`src/rtl/vision_pkg.sv`:
```
// Shared constants, frame state encoding and saturation helper for the vision
// pipeline stages that sit behind the convolution filter.
package vision_pkg;

  localparam int DEFAULT_LINE_WIDTH   = 640;
  localparam int DEFAULT_FRAME_HEIGHT = 480;
  localparam int PIXEL_W              = 8;

  typedef enum logic {
    WAIT_SOP = 1'b0,
    ACTIVE   = 1'b1
  } frameState_t;

  // Clamp an unsigned value to the largest code representable in 'width' bits.
  function automatic logic [63:0] saturate(input logic [63:0] value, input int unsigned width);
    logic [63:0] maxCode;
    maxCode = (width >= 64) ? '1 : ((64'd1 << width) - 64'd1);
    return (value > maxCode) ? maxCode : value;
  endfunction

endpackage

```
`src/rtl/valid_delay_line.sv`:
```
// Fixed-depth shift register for sideband flags (valid/sop) that must track a
// pipeline which cannot stall; synchronous active-low clear empties every stage.
module valid_delay_line #(
  parameter int WIDTH = 2,
  parameter int DEPTH = 1
) (
  input  logic             clk,
  input  logic             rst,
  input  logic [WIDTH-1:0] data_i,
  output logic [WIDTH-1:0] data_o
);

  logic [DEPTH-1:0][WIDTH-1:0] stages_q;

  generate
    if (DEPTH == 1) begin : g_single
      always_ff @(posedge clk) begin
        if (!rst) begin
          stages_q <= '0;
        end else begin
          stages_q <= data_i;
        end
      end
    end else begin : g_chain
      // Newest entry enters at index 0, oldest leaves from the top index.
      always_ff @(posedge clk) begin
        if (!rst) begin
          stages_q <= '0;
        end else begin
          stages_q <= {stages_q[DEPTH-2:0], data_i};
        end
      end
    end
  endgenerate

  assign data_o = stages_q[DEPTH-1];

endmodule

```
`src/rtl/filter_border_align.sv`:
```
// Re-attaches frame timing to the NxN filter output: delayed valid/sop, centred
// x/y counters, border masking and saturation. Option: FILTER_BORDER_THRESHOLD_EN.
module filter_border_align
  import vision_pkg::*;
#(
  parameter int N            = 3,
  parameter int LINE_WIDTH   = DEFAULT_LINE_WIDTH,
  parameter int FRAME_HEIGHT = DEFAULT_FRAME_HEIGHT,
  parameter int PRECISION    = 31,
  parameter int PIXEL_W      = vision_pkg::PIXEL_W,
  parameter int LATENCY      = (N/2)*LINE_WIDTH + N/2 + 2,
  parameter int BORDER_VALUE = 0
) (
  input  logic                            clk,
  input  logic                            rst,
  input  logic                            in_valid,
  input  logic                            in_sop,
  input  logic [PRECISION-1:0]            data_in,
`ifdef FILTER_BORDER_THRESHOLD_EN
  input  logic [PIXEL_W-1:0]              thresh,
`endif
  output logic                            out_valid,
  output logic                            out_sop,
  output logic                            out_eol,
  output logic [$clog2(LINE_WIDTH)-1:0]   out_x,
  output logic [$clog2(FRAME_HEIGHT)-1:0] out_y,
  output logic [PIXEL_W-1:0]              data_out,
  output logic                            err
);

  localparam int X_W  = $clog2(LINE_WIDTH);
  localparam int Y_W  = $clog2(FRAME_HEIGHT);
  localparam int HALF = N / 2;
  localparam logic [X_W-1:0] X_LAST = X_W'(LINE_WIDTH - 1);
  localparam logic [Y_W-1:0] Y_LAST = Y_W'(FRAME_HEIGHT - 1);

  logic [1:0]         delayedFlags;
  logic               dValid;
  logic               dSop;

  frameState_t        state_q, state_d;
  logic [X_W-1:0]     xCount_q, xCount_d;
  logic [Y_W-1:0]     yCount_q, yCount_d;

  logic               emit;
  logic               frameErr;
  logic [X_W-1:0]     pixX;
  logic [Y_W-1:0]     pixY;
  logic               isBorder;
  logic [PIXEL_W-1:0] satPix;
  logic [PIXEL_W-1:0] pixelValue;

  logic               outValid_q;
  logic               outSop_q;
  logic               outEol_q;
  logic [X_W-1:0]     outX_q;
  logic [Y_W-1:0]     outY_q;
  logic [PIXEL_W-1:0] dataOut_q;
  logic               err_q;

  // The filter never stalls, so its input-side flags only need a fixed delay.
  valid_delay_line #(
    .WIDTH (2),
    .DEPTH (LATENCY)
  ) u_valid_delay (
    .clk    (clk),
    .rst    (rst),
    .data_i ({in_valid, in_sop}),
    .data_o (delayedFlags)
  );

  assign dValid = delayedFlags[1];
  assign dSop   = delayedFlags[0];

  always_ff @(posedge clk) begin
    if (!rst) begin
      state_q  <= WAIT_SOP;
      xCount_q <= '0;
      yCount_q <= '0;
    end else begin
      state_q  <= state_d;
      xCount_q <= xCount_d;
      yCount_q <= yCount_d;
    end
  end

  // pixX/pixY are the coordinates of the pixel emitted this cycle; a sop
  // always forces them to the frame origin, even mid-frame.
  always_comb begin
    state_d  = state_q;
    xCount_d = xCount_q;
    yCount_d = yCount_q;
    emit     = 1'b0;
    frameErr = 1'b0;
    pixX     = xCount_q;
    pixY     = yCount_q;

    case (state_q)
      WAIT_SOP: begin
        if (dValid && dSop) begin
          emit = 1'b1;
          pixX = '0;
          pixY = '0;
        end
      end
      ACTIVE: begin
        if (!dValid) begin
          frameErr = 1'b1;
          state_d  = WAIT_SOP;
        end else begin
          emit = 1'b1;
          if (dSop) begin
            frameErr = 1'b1;
            pixX     = '0;
            pixY     = '0;
          end
        end
      end
      default: state_d = WAIT_SOP;
    endcase

    if (emit) begin
      state_d = ACTIVE;
      if (pixX == X_LAST) begin
        xCount_d = '0;
        if (pixY == Y_LAST) begin
          yCount_d = '0;
          state_d  = WAIT_SOP;
        end else begin
          yCount_d = pixY + 1'b1;
        end
      end else begin
        xCount_d = pixX + 1'b1;
        yCount_d = pixY;
      end
    end
  end

  assign isBorder = (32'(pixX) <  HALF) || (32'(pixX) >= LINE_WIDTH - HALF) ||
                    (32'(pixY) <  HALF) || (32'(pixY) >= FRAME_HEIGHT - HALF);

  assign satPix = PIXEL_W'(saturate(64'(data_in), PIXEL_W));

`ifdef FILTER_BORDER_THRESHOLD_EN
  assign pixelValue = isBorder ? PIXEL_W'(BORDER_VALUE) : ((satPix >= thresh) ? '1 : '0);
`else
  assign pixelValue = isBorder ? PIXEL_W'(BORDER_VALUE) : satPix;
`endif

  // Coordinates and data hold between pixels; sop/eol are qualified by emit.
  always_ff @(posedge clk) begin
    if (!rst) begin
      outValid_q <= 1'b0;
      outSop_q   <= 1'b0;
      outEol_q   <= 1'b0;
      outX_q     <= '0;
      outY_q     <= '0;
      dataOut_q  <= '0;
      err_q      <= 1'b0;
    end else begin
      outValid_q <= emit;
      outSop_q   <= emit && (pixX == '0) && (pixY == '0);
      outEol_q   <= emit && (pixX == X_LAST);
      err_q      <= frameErr;
      if (emit) begin
        outX_q    <= pixX;
        outY_q    <= pixY;
        dataOut_q <= pixelValue;
      end
    end
  end

  assign out_valid = outValid_q;
  assign out_sop   = outSop_q;
  assign out_eol   = outEol_q;
  assign out_x     = outX_q;
  assign out_y     = outY_q;
  assign data_out  = dataOut_q;
  assign err       = err_q;

endmodule

```
`config.mk`:
```
export PLATFORM = sky130hd
export DESIGN_NAME = filter_border_align
export DESIGN_NICKNAME = d
export VERILOG_FILES = /design/src/rtl/vision_pkg.sv /design/src/rtl/valid_delay_line.sv /design/src/rtl/filter_border_align.sv
export SDC_FILE = /design/constraint.sdc
export NUM_CORES = 1
export LEC_CHECK = 0
export BUFFER_PORTS_ARGS = -buffer_cell sky130_fd_sc_hd__buf_2
export CAP_MARGIN = 20
export CORE_MARGIN = 2
export CORE_UTILIZATION = 32
export DETAILED_ROUTE_END_ITERATION = 7
export PLACE_DENSITY = 0.45
export SLEW_MARGIN = 20
export SYNTH_ARGS = -nofsm -noshare
export SYNTH_HDL_FRONTEND = slang
export SYNTH_HIERARCHICAL = 1
export SYNTH_SLANG_ARGS = --single-unit
```
`constraint.sdc`:
```
create_clock -name clk -period 4.62 [get_ports clk]
set_clock_uncertainty 0.1 [all_clocks]
set_input_delay 0.462 -clock clk [delete_from_list [all_inputs] [get_ports clk]]
set_output_delay 0.462 -clock clk [all_outputs]
set_load 0.01 [all_outputs]
```
Word-level counts from Yosys, hierarchy flattened
Index checks and enable logic that the tools add are counted.
{"block": "classes", "magnitude_cmp": 5, "mul": 0, "n_eq_ne": 2, "n_div": 0, "n_shift": 0, "addsub": 2, "reduce_logical": 10, "mux": 22, "n_bitwise": 1}
{"operator": "9-bit two-way mux", "count": 5}
{"operator": "10-bit two-way mux", "count": 4}
{"operator": "31-bit by 8-bit > comparator with 1-bit output, second input constant", "count": 1}
{"operator": "10-bit case mux with 2 select lines", "count": 1}
{"operator": "9-bit case mux with 2 select lines", "count": 1}
{"operator": "8-bit two-way mux", "count": 2}
{"operator": "10-bit by 1-bit adder with 10-bit output, second input constant", "count": 1}
{"operator": "10-bit == test, second input constant", "count": 1}
{"operator": "10-bit >= comparator, second input constant", "count": 1}
{"operator": "10-bit zero test", "count": 1}
{"operator": "10-bit by 1-bit < comparator with 1-bit output, second input constant", "count": 1}
{"operator": "9-bit by 1-bit adder with 9-bit output, second input constant", "count": 1}
{"operator": "9-bit == test, second input constant", "count": 1}
{"operator": "9-bit >= comparator, second input constant", "count": 1}
{"operator": "9-bit zero test", "count": 1}
{"operator": "9-bit by 1-bit < comparator with 1-bit output, second input constant", "count": 1}
{"operator": "1-bit two-way mux", "count": 8}
{"operator": "1-bit logical AND", "count": 4}
{"operator": "1-bit logical OR", "count": 3}
{"operator": "1-bit case mux with 2 select lines", "count": 1}
{"operator": "2-bit AND reduction", "count": 1}
{"operator": "1-bit inverter", "count": 1}
{"block": "word_totals", "register_bits": 1337, "in_bits": 35, "out_inout_bits": 31, "ram_bits": 0, "latch_bits": 0, "word_cells": 695, "n_memories": 0, "romBits": 0}

Longest topological paths before layout
{"block": "logic_depth", "word_depth": 8, "ltp_mapped": 13, "ltp_nobuf": 9}

By module
Netlist, hierarchy kept.
{"module": "valid_delay_line", "instances": 1, "area_each_um2": 34516.9, "cells_per_inst": 2716, "seq_area_each_um2": 25744.7}
{"module": "filter_border_align", "instances": 1, "area_each_um2": 2417.3, "cells_per_inst": 312, "seq_area_each_um2": 1021.0}

Least setup slack after synthesis
No wires, ideal clock.
{"block": "synth_path", "path_kind": "register to register", "from": "register u_valid_delay.stages_q, in the netlist u_valid_delay/data_o[1]", "to": "register yCount_q[8]", "path_buffers": 4, "arrival_ns": 3.145, "path_stages_with_launch": 14, "synth_period_minus_slack_ns": 3.316, "t_required_ns": 4.448, "setup_slack_ns": 1.304, "setup_ns": 0.072, "path_cell_list": "dfxtp_1 -> buf_4 -> buf_2 -> nand2_1 -> clkbuf_1 -> nand2_1 -> inv_1 -> ha_1 -> nand3_1 -> or4_4 -> buf_6 -> or4_4 -> or3b_1 -> mux2i_1"}
{"block": "synth_between", "elab_cells_between_ends": 15, "classes_between": "1 x add/sub; 2 x eq/ne; 11 x mux; 1 x reduce/logical"}
{"element": "from (decl)", "line_no": "valid_delay_line.sv:13", "source": "logic [DEPTH-1:0][WIDTH-1:0] stages_q;"}
{"element": "from (signal assigned)", "line_no": "valid_delay_line.sv:30", "source": "stages_q <= {stages_q[DEPTH-2:0], data_i};"}
{"element": "1-bit logical AND", "line_no": "filter_border_align.sv:100", "source": "if (dValid && dSop) begin"}
{"element": "10-bit two-way mux", "line_no": "filter_border_align.sv:100"}
{"element": "10-bit case mux with 2 select lines (*)", "line_no": "filter_border_align.sv:98", "source": "case (state_q)"}
{"element": "net pixX[0]", "line_no": "filter_border_align.sv:47", "source": "logic [X_W-1:0] pixX;"}
{"element": "10-bit == test (*)", "line_no": "filter_border_align.sv:124", "source": "if (pixX == X_LAST) begin"}
{"element": "9-bit two-way mux (*)", "line_no": "filter_border_align.sv:124"}
{"element": "to (signal assigned)", "line_no": "filter_border_align.sv:83", "source": "yCount_q <= yCount_d;"}
{"element": "to (decl)", "line_no": "filter_border_align.sv:43", "source": "logic [Y_W-1:0] yCount_q, yCount_d;"}
The timed path passes the listed nets; every way through them passes the cells marked *.
A chain may end at the register's enable or synchronous reset.

Worst setup path after layout
{"block": "layout_path", "from": "register u_valid_delay.stages_q, in the netlist u_valid_delay/data_o[1]", "to": "register yCount_q[0]"}
Same word-level chain as after synthesis.

==> reports/qor.txt <==
Syn nets = 3,068
Initial antenna violation count = 0
Worst Setup Path Type = flop to flop
Storage cell area = 26,800 µm²
Met3 usage = 3.06%
Final #Nets = 3,129
Post-CTS Setup Inserts = 0
Setup ws final = 1.05 ns
Setup TNS = 0 ns
Layout cells sized above 1 = 9.51%
Pin count of the biggest net entering global routing = 351
Synth unique cells = 46
Clk sink count = 1,337
Antenna Cells = 0
RSZ-0062 raised after global routing = no
Largest stage delay on the critical path = 0.68 ns
Filler cell count = 10,876
Dpl ws = 0.787 ns
Root buf cell = clkbuf_16
Commonest non-fill, non-tap cell in the layout = dfxtp_1
Max Root-Sink Buffers = 3
Multi-input combinational cell area = 9330 µm²
CP cell instances = nand2_1 > nand2_1 > inv_1 > ha_1 > nand3_1 > nor4_2 > nand4_2 > and2_1 > a31o_2
Critical path arrival = 4.07 ns
Detailed Route Iter0 Violations = 846
Vias = 18,280
H-tree levels = 4
Highest-delay cell along the critical path = nor4_2
Final wirelength = 49,600 µm
GRT Residual Overflow = 0
Maxcap violations = 0
Seq/Total Area, Yosys = 72.5%
# resized after CTS = 0
DRC viols = 0
Int Pwr = 18.4 mW
Worst hold path class = primary input to flop
Final core occ = 37.9%
FP Rows = 124
Final Hold Violating Endpoints = 0
DRT antenna net count = 0
Initial core utilization = 32.3%
Combinational share of power = 0.7%
Post-Syn Area = 36,900 µm²
Commonest cells after routing, fill and taps aside = dfxtp_1 (1,337), and2_1 (1,290), clkbuf_16 (137)
Outcome = complete, no violations
Gpl congestion = 0.733
Ys Warns = 6
HPWL after DPL = 24,000 µm
Worst path required time = 5.12 ns
Wire length per cell = 10.5 µm
Die span in x = 344 µm
Post-synth ARST share = 0%
Mean Syn Cell Area = 12.2 µm²
Core area = 114,000 µm²
Sequential share of power = 50.3%
Critical path fanouts, max = 18
Clock network power share = 49.0%
Final setup violation count = 0
Worst-Margin Slew = 0.928 ns
IO Port Bufs = 65
Min Hold Slack = 0.180 ns
Clock latency on the worst-skew pair = 0.71 ns
TritonCTS clock tree = done
Crit end category = flop
Global-route wire length before repair = 85,200 µm
CTS Hold Bufs = 10
P_sw = 4.53 mW
Tcrit/Tclk final = 77.3%
Met2 usage = 12.0%
Final count of pins violating max slew = 0
PD cells = 529 nW/µm²
Layout Cells excl Fill = 4,707
Syn Inst Count = 3,028
Total CTS buffers = 136
Top FF cell, synth = dfxtp_1
Most congested layer reported by global routing = met2
Number of flops mapped to enable cells by yosys = 0
Fmax = 0.280 GHz
Die area = 118,000 µm²
DP Area = 38,400 µm²
VDD IR max = 0.321 mV
Crit path launch type = flop
Via count of the first global-routing pass = 17,954
# IOs = 66
DR pass1 iterations = 5
DP Cell Count = 4,451
Global-route met1 utilization = 11.4%
Crit path top cell by count = nand2_1
Via density = 3.88
Die span in y = 344 µm
Final instance area = 43,300 µm²
GRT Util Overall = 8.59%
Min Tclk post-route = 3.57 ns
Max_slew headroom = 37.9%
Pwr Total = 22.9 mW
Sw Ratio = 19.7%
Area added between synthesis and finish = 17.3%
Clock slew at reported path FFs = 0.06 ns
Count of state elements after synthesis = 1,337
Static leakage = 17.8 nW
cell usage after synthesis, drive strengths merged, types with 3 or more instances:
cell    instances  area share [%]
or3             3           0.051
and4            3           0.071
a21oi          30            0.41
nor2           20            0.20
nor4           10            0.17
nand3          16            0.22
nand2          72            0.73
and2         1290              22
nand4           6            0.12
o21a            3           0.061
o21ai          16            0.22
a31oi           7            0.12
nor3           10            0.14
dfxtp        1337              72
or4             4            0.10
buf            76             1.3
clkbuf         84            0.86
inv            10            0.10
ha              5            0.17
or3b            3           0.071
final timing paths:
check,startpoint,to,slack (ns),cells after the start
min reg2reg,u_valid_delay/stages_q[906],u_valid_delay/stages_q[908],0.32,1
max,u_valid_delay/data_o[1],yCount_q[0],1.05,9
max reg2reg,u_valid_delay/data_o[1],yCount_q[0],1.05,9
min,rst,u_valid_delay/stages_q[1278],0.18,2
critical path: cells and delay by family (launching register included):
family	cells	cell delay, ns
AND/OR/NAND/NOR	6	2.33
buffers and inverters	1	0.12
flip-flops	1	0.37
adder cells (fa/ha/maj)	1	0.29
AO/OA/AOI/OAI	1	0.25
area by class of cell:
| cell class | instances | area share (%) |
|---|---|---|
| clock buffers | 191 | 9.16 |
| flip-flops and latches | 1337 | 61.8 |
| repair buffers | 83 | 1.32 |
| clock inverters | 53 | 1.76 |
| well taps | 1512 | 4.37 |
| multi-input cells | 1521 | 21.5 |
| inverters | 10 | 0.0866 |
sequential cells by signal, indices dropped and copies added (netlist names):
signal	count
state_q	1
out_y	9
out_eol	1
out_sop	1
u_valid_delay/data_o	2
u_valid_delay/stages_q	1284
out_x	10
xCount_q	10
data_out	8
out_valid	1
yCount_q	9
err	1
layer usage:
layer	wire (µm)	share of wire [%]
met2	19300	39
met3	2980	6.0
met4	1960	3.9
met1	25300	51
met5	0	0
logic make-up (layout without fill, tap and decap cells):
| logic type | Yosys count | after routing | share of synthesized area, % |
|---|---|---|---|
| AOI/OAI and AO/OA | 68 | 68 | 1.08 |
| xor gates and xnor gates | 3 | 3 | 0.0712 |
| adders and majority gates | 5 | 5 | 0.169 |
| buffers and inverters | 170 | 337 | 2.29 |
| DFF | 1337 | 1337 | 72.5 |
| muxes | 2 | 2 | 0.0542 |
| and+or+nand+nor | 1443 | 1443 | 23.9 |
power by group through the flow:
stage / Combinational, mW / Sequential (mW) / Clock, mW
after CTS: 0.169 / 11.5 / 11.7
after floorplan: 0.137 / 11.8 / 0
after detailed placement: 0.163 / 11.8 / 0
after global placement: 0.155 / 11.8 / 0
final: 0.166 / 11.5 / 11.2
after global routing: 0.196 / 11.5 / 12.1
Note: power is estimated with default switching activity, not from simulation.
